**config.mk**
```make
export PLATFORM = sky130hd
export DESIGN_NAME = lse_clut_loader
export DESIGN_NICKNAME = d
export VERILOG_FILES = /design/src/rtl/lse_pkg.sv /design/src/rtl/lse_clut_bank.sv /design/src/rtl/lse_clut_loader.sv
export SDC_FILE = /design/constraint.sdc
export NUM_CORES = 1
export LEC_CHECK = 0
export ABC_AREA = 1
export CAP_MARGIN = 25
export CELL_PAD_IN_SITES_DETAIL_PLACEMENT = 1
export CELL_PAD_IN_SITES_GLOBAL_PLACEMENT = 2
export CORE_ASPECT_RATIO = 1.25
export CORE_UTILIZATION = 25
export DETAILED_ROUTE_END_ITERATION = 16
export HOLD_SLACK_MARGIN = 0.06
export PLACE_DENSITY = 0.59
export SYNTH_ARGS = -nofsm -noshare
export SYNTH_HDL_FRONTEND = slang
export SYNTH_SLANG_ARGS = --single-unit
```
**constraint.sdc**
```tcl
create_clock -name clk -period 2.4 [get_ports clk]
set_clock_uncertainty 0.2 [all_clocks]
set_input_delay 0.24 -clock clk [delete_from_list [all_inputs] [get_ports clk]]
set_output_delay 0.24 -clock clk [all_outputs]
set_load 0.1 [all_outputs]
```
**src/rtl/lse_pkg.sv**
```systemverilog
// Shared LSE definitions: correction-table geometry, word type and loader FSM states.
// The loader's optional checksum beat is controlled by the LSE_CLUT_CHECKSUM_EN macro.
package lse_pkg;

    localparam int CLUT_SIZE      = 16;
    localparam int CLUT_ADDR_BITS = 4;
    localparam int CLUT_WORD_W    = 10;

    typedef logic [CLUT_WORD_W-1:0] clut_word_t;

    typedef enum logic [1:0] {
        IDLE  = 2'd0,
        LOAD  = 2'd1,
        CHECK = 2'd2,
        PEND  = 2'd3
    } clut_ld_state_e;

endpackage

```
**src/rtl/lse_clut_bank.sv**
```systemverilog
// Shadow/active CLUT register pair: indexed writes land in the shadow bank,
// and a swap copies the whole shadow bank into the active bank in one edge.
module lse_clut_bank
    import lse_pkg::*;
#(
    parameter int LUT_PRECISION = 10
) (
    input  logic                      clk,
    input  logic                      rst_n,
    input  logic                      wr_en,
    input  logic [CLUT_ADDR_BITS-1:0] wr_addr,
    input  logic [LUT_PRECISION-1:0]  wr_data,
    input  logic                      swap,
    output logic [LUT_PRECISION-1:0]  active [0:CLUT_SIZE-1]
);

    logic [LUT_PRECISION-1:0] shadow [0:CLUT_SIZE-1];

    always_ff @(posedge clk or negedge rst_n) begin
        if (!rst_n) begin
            for (int i = 0; i < CLUT_SIZE; i++) begin
                shadow[i] <= '0;
            end
        end else if (wr_en) begin
            shadow[wr_addr] <= wr_data;
        end
    end

    always_ff @(posedge clk or negedge rst_n) begin
        if (!rst_n) begin
            for (int i = 0; i < CLUT_SIZE; i++) begin
                active[i] <= '0;
            end
        end else if (swap) begin
            active <= shadow;
        end
    end

endmodule

```
**src/rtl/lse_clut_loader.sv**
```systemverilog
// CLUT writer for one LSE-PE cluster: streams 16 words into a shadow bank and swaps
// them into the active table when the PE is idle. Define LSE_CLUT_CHECKSUM_EN for the XOR check beat.
module lse_clut_loader
    import lse_pkg::*;
#(
    parameter int LUT_PRECISION = 10
) (
    input  logic                     clk,
    input  logic                     rst_n,
    input  logic                     load_start,
    input  logic                     wr_valid,
    input  logic [LUT_PRECISION-1:0] wr_data,
    output logic                     wr_ready,
    input  logic                     swap_ok,
    output logic [LUT_PRECISION-1:0] clut_values [0:CLUT_SIZE-1],
    output logic                     busy,
    output logic                     load_done,
    output logic                     load_err
);

    clut_ld_state_e            state_q, state_d;
    logic [CLUT_ADDR_BITS-1:0] cnt_q, cnt_d;
    logic                      done_d, err_d;
    logic                      wr_en, swap, hs;
`ifdef LSE_CLUT_CHECKSUM_EN
    logic [LUT_PRECISION-1:0]  csum_q, csum_d;
`endif

    // Ready decodes registered state only, so there is no path from wr_valid.
    assign wr_ready = (state_q == LOAD) || (state_q == CHECK);
    assign busy     = (state_q != IDLE);
    assign hs       = wr_valid && wr_ready;

    always_comb begin
        state_d = state_q;
        cnt_d   = cnt_q;
        done_d  = 1'b0;
        err_d   = 1'b0;
        wr_en   = 1'b0;
        swap    = 1'b0;
`ifdef LSE_CLUT_CHECKSUM_EN
        csum_d  = csum_q;
`endif
        if (load_start) begin
            // Restart wins over any beat or swap in the same cycle.
            state_d = LOAD;
            cnt_d   = '0;
            err_d   = (state_q != IDLE);
`ifdef LSE_CLUT_CHECKSUM_EN
            csum_d  = '0;
`endif
        end else begin
            case (state_q)
                LOAD: begin
                    if (hs) begin
                        wr_en = 1'b1;
                        cnt_d = cnt_q + 1'b1;
`ifdef LSE_CLUT_CHECKSUM_EN
                        csum_d = csum_q ^ wr_data;
                        if (cnt_q == CLUT_ADDR_BITS'(CLUT_SIZE - 1)) state_d = CHECK;
`else
                        if (cnt_q == CLUT_ADDR_BITS'(CLUT_SIZE - 1)) state_d = PEND;
`endif
                    end
                end
`ifdef LSE_CLUT_CHECKSUM_EN
                CHECK: begin
                    if (hs) begin
                        if (wr_data == csum_q) begin
                            state_d = PEND;
                        end else begin
                            err_d   = 1'b1;
                            state_d = IDLE;
                        end
                    end
                end
`endif
                PEND: begin
                    if (swap_ok) begin
                        swap    = 1'b1;
                        done_d  = 1'b1;
                        state_d = IDLE;
                    end
                end
                default: ;
            endcase
        end
    end

    always_ff @(posedge clk or negedge rst_n) begin
        if (!rst_n) begin
            state_q   <= IDLE;
            cnt_q     <= '0;
            load_done <= 1'b0;
            load_err  <= 1'b0;
        end else begin
            state_q   <= state_d;
            cnt_q     <= cnt_d;
            load_done <= done_d;
            load_err  <= err_d;
        end
    end

`ifdef LSE_CLUT_CHECKSUM_EN
    always_ff @(posedge clk or negedge rst_n) begin
        if (!rst_n) begin
            csum_q <= '0;
        end else begin
            csum_q <= csum_d;
        end
    end
`endif

    lse_clut_bank #(
        .LUT_PRECISION(LUT_PRECISION)
    ) u_bank (
        .clk    (clk),
        .rst_n  (rst_n),
        .wr_en  (wr_en),
        .wr_addr(cnt_q),
        .wr_data(wr_data),
        .swap   (swap),
        .active (clut_values)
    );

endmodule
```
==> results.py, run 1 <==
metrics = {
    "worst_setup_path": {
        "critical_path.cell_chain": "inv_1, ha_2, nand2_1, nor2_4, buf_12, nand2_2, nand2_1, nand2_1",
        "crit_fanout": 66,
        "critPathRequiredTime_ns": 2.63,
        "cp.arrival_ns": 2.43,
        "regToRegEndpoint": "u_bank.shadow[90]",
        "critical_path.max_stage_delay_ns": 0.40,
        "setup.worst_path.end_class": "register",
        "reg2reg_setup_slack_ns": 0.20,
        "worst_path_dominant_cell_family": "simple AND/OR/NAND/NOR gates",
        "critical_path_buf_inv_count": 2,
        "path_common_cell": "sky130_fd_sc_hd__nand2_1",
        "worst-setup-path-type": "register to register",
        "length_in_cells_of_the_worst_reg_to_reg_path": 8,
        "cp-start-kind": "register",
        "worst_path_max_delay_cell": "sky130_fd_sc_hd__dfrtp_1",
        "worst_r2r_startpoint": "state_q[0]",
    },
    "route": {
        "antenna_nets_post_route": 0,
        "routed_wire_per_std_cell_um": 17.8,
        "drt-vias-per-instance": 4.33,
        "routed-via-count": 10000,
        "dr.first_iter.drc_count": 433,
        "count_of_tritonroute_iterations_in_the_first_routing_pass": 4,
        "detail_route.wirelength_mm": 41.1,
        "drt_drc_violations_left": 0,
    },
    "final_layout": {
        "area_growth_pct": 27.4,
        "final_core_utilization_pct": 32.4,
        "antenna_cells": 0,
        "share_of_cells_above_drive_strength_1_pct": 17.4,
        "layout.filler_cells": 5886,
        "most-common-layout-cells": "sky130_fd_sc_hd__nand2_1 (741), sky130_fd_sc_hd__dfrtp_1 (328), sky130_fd_sc_hd__buf_4 (196)",
        "final_nets": 1647,
        "layout.cells.most_common": "sky130_fd_sc_hd__nand2_1",
    },
    "sta": {
        "finalCriticalPeriod_ns": 2.20,
        "achievable-frequency_ghz": 0.455,
        "slew_violations": 0,
        "post-route-period-util_pct": 91.5,
        "maxSlewHeadroom_pct": 67.5,
        "setup_viol": 0,
        "timing_hold_violations_final": 0,
        "setup_tns_final_ns": 0,
        "timing_worst_slew_pin_value_ns": 0.488,
        "rsz0062_at_grt": "false",
    },
    "global_routing": {
        "aggregate_global_route_resource_usage_pct": 16.3,
        "antenna_found_initial": 0,
        "grt-ovfl-total": 0,
        "global_route_wire_length_before_repair_mm": 66.0,
        "pin_count_of_the_biggest_net_entering_global_routing": 103,
        "vias_in_the_first_global_route": 10800,
    },
    "floorplanning": {
        "ios": 179,
        "coreArea_um2": 50800,
        "initial_core_util_pct": 25.5,
        "placement_rows": 92,
        "die_area_um2": 52600,
        "die_w_um": 205,
        "chipHeight_um": 256,
    },
    "clock_network": {
        "cts.reportedPaths.clkPinSlew_ns": 0.06,
        "clock_sink_count": 328,
        "cts_post_setup_buffers_inserted": 0,
        "cts_max_path_buffers": 3,
        "tritoncts": "yes",
        "cts.root.buffer_cell": "sky130_fd_sc_hd__clkbuf_16",
        "clock_tree.htree_level_count": 2,
        "clock_insertion_delay_worst_skew_ns": 0.56,
        "cts-buffers-inserted": 39,
    },
    "synth": {
        "postSynth.asyncResetShare_pct": 100,
        "postSynthRegisterBits": 328,
        "yosysWarningCount": 0,
        "synth_area_leader_cell": "sky130_fd_sc_hd__dfrtp_1",
        "synth_edf_count": 0,
        "synth.cell_area_um2": 12900,
        "postSynthNetCount": 1471,
        "yosys-top-cells-area": "sky130_fd_sc_hd__dfrtp_1 (63%), sky130_fd_sc_hd__nand2_1 (22%), sky130_fd_sc_hd__nand3_1 (5.7%)",
        "synthesis.instances": 1449,
        "syn-mean-instance-area_um2": 8.92,
        "postSynth.topFlopCell": "sky130_fd_sc_hd__dfrtp_1",
        "yosysTopAreaCellShare_pct": 63.5,
        "synth-seq-area-share_pct": 63.5,
        "synthDistinctLibCells": 20,
    },
    "placement": {
        "post-dp-hpwl_mm": 25.7,
        "place.gp.congestion": 0.718,
        "io_buffer_count": 178,
    },
    "hold_path": {
        "hp-class": "input pin to async pin",
    },
    "power_and_ir_drop": {
        "p_per_area_nw_per_um2": 1090,
        "leak_nw": 9.17,
        "ir_worst_vdd_mv": 1.06,
    },
    "job": {
        "maxCapViolations": 0,
    },
    "status": {
        "status": "finished clean",
    },
}
where the power goes:
group | switching (W) | internal, W
Combinational | 0.00425 | 0.00105
Clock | 0.00237 | 0.00371
Sequential | 0.000393 | 0.00613
Total | 0.00701 | 0.0109
cells in the mapped netlist (2+ instances only):
cell                       count
sky130_fd_sc_hd__nand2_1     741
sky130_fd_sc_hd__buf_1         5
sky130_fd_sc_hd__inv_2         2
sky130_fd_sc_hd__dfrtp_1     328
sky130_fd_sc_hd__clkbuf_1     24
sky130_fd_sc_hd__buf_6         4
sky130_fd_sc_hd__nand3_1     146
sky130_fd_sc_hd__buf_2        35
sky130_fd_sc_hd__buf_4        21
sky130_fd_sc_hd__ha_1          7
sky130_fd_sc_hd__a21oi_1      20
sky130_fd_sc_hd__nor2_1       38
sky130_fd_sc_hd__o21ai_0      24
sky130_fd_sc_hd__nand2_2      14
sky130_fd_sc_hd__inv_1        34
sky130_fd_sc_hd__nand4_1       2
stage by stage:
step	worst slack (ns)	cells	total power, W	hold slack [ns]	area (µm²)
floorplan	0.199	1449	0.0105	-0.256	12900
global placement	0.200	2240	0.0120	-0.0716	15100
detailed placement	0.182	2240	0.0120	-0.0714	15100
CTS	0.172	2310	0.0183	0.0855	16500
global route	0.00327	2310	0.0187	0.105	16500
finish	0.204	2310	0.0179	0.0945	16500
worst min-delay path: cells and delay by family:
family / cells / cell delay, ns
buffers and inverters: 3 / 0.95
kinds of logic (layout without fill, tap and decap cells):
logic type               Yosys count  in the layout  synth area share (%)
AND/OR/NAND/NOR                  943            943                  29.2
buffers and inverters            125            328                  4.81
AO/OA/AOI/OAI                     46             46                  1.80
adder cells (fa/ha/maj)            7              7                 0.678
flip-flops                       328            328                  63.5
registers in the layout (all words and copies together) (netlist names):
register / flops
load_err: 1
state_q: 2
load_done: 1
u_bank.shadow: 160
cnt_q: 4
u_bank.active: 160
repair_timing:
action | in CTS | in global routing
hold endpoints to repair | 328 | 0
gates resized for setup | 0 | 1
setup endpoints to repair | 0 | 1
hold buffers | 2 | 0
layer usage:
layer / up-vias / part of all wire, % / track usage [%]
met4: 0 / 2.5 / 5.02
met2: 152 / 47 / 25.8
met3: 58 / 4.1 / 3.25
met5: - / 0 / 0
li1: 4862 / - / -
met1: 4938 / 46 / 22.2
worst max path at each step:
stage / slack, ns / depth (start not counted) / from / end
3_3_place_gp: 0.20 / 8 / state_q[0] / u_bank.shadow[112]
6_report: 0.20 / 8 / state_q[0] / u_bank.shadow[90]
5_1_grt: 0.003 / 8 / state_q[0] / u_bank.shadow[120]
3_5_place_dp: 0.18 / 8 / load_start / u_bank.shadow[93]
2_1_floorplan: 0.20 / 8 / state_q[0] / u_bank.shadow[0]
4_1_cts: 0.17 / 8 / state_q[0] / u_bank.shadow[90]
area by class of cell:
cell class                      count  area (µm²)  area share, %
Clock buffer                       60        1190           7.21
Clock inverter                      8         115          0.699
Inverter                           36         138          0.836
Multi-Input combinational cell    996        4110           25.0
Sequential cell                   328        8210           49.8
Tap cell                          658         823           5.00
Timing Repair Buffer              224        1890           11.5
Power figures use the tool's default switching activity.
==> run 2: changes to the inputs <==
--- a/config.mk
+++ b/config.mk
@@ -11,6 +11,7 @@
 export CELL_PAD_IN_SITES_GLOBAL_PLACEMENT = 2
 export CORE_ASPECT_RATIO = 1.25
 export CORE_UTILIZATION = 25
+export CTS_CLUSTER_DIAMETER = 150
 export DETAILED_ROUTE_END_ITERATION = 16
 export HOLD_SLACK_MARGIN = 0.06
 export PLACE_DENSITY = 0.59
==> results of run 2 <==
The final DEF is identical to that of run 1; final timing and power are the same.
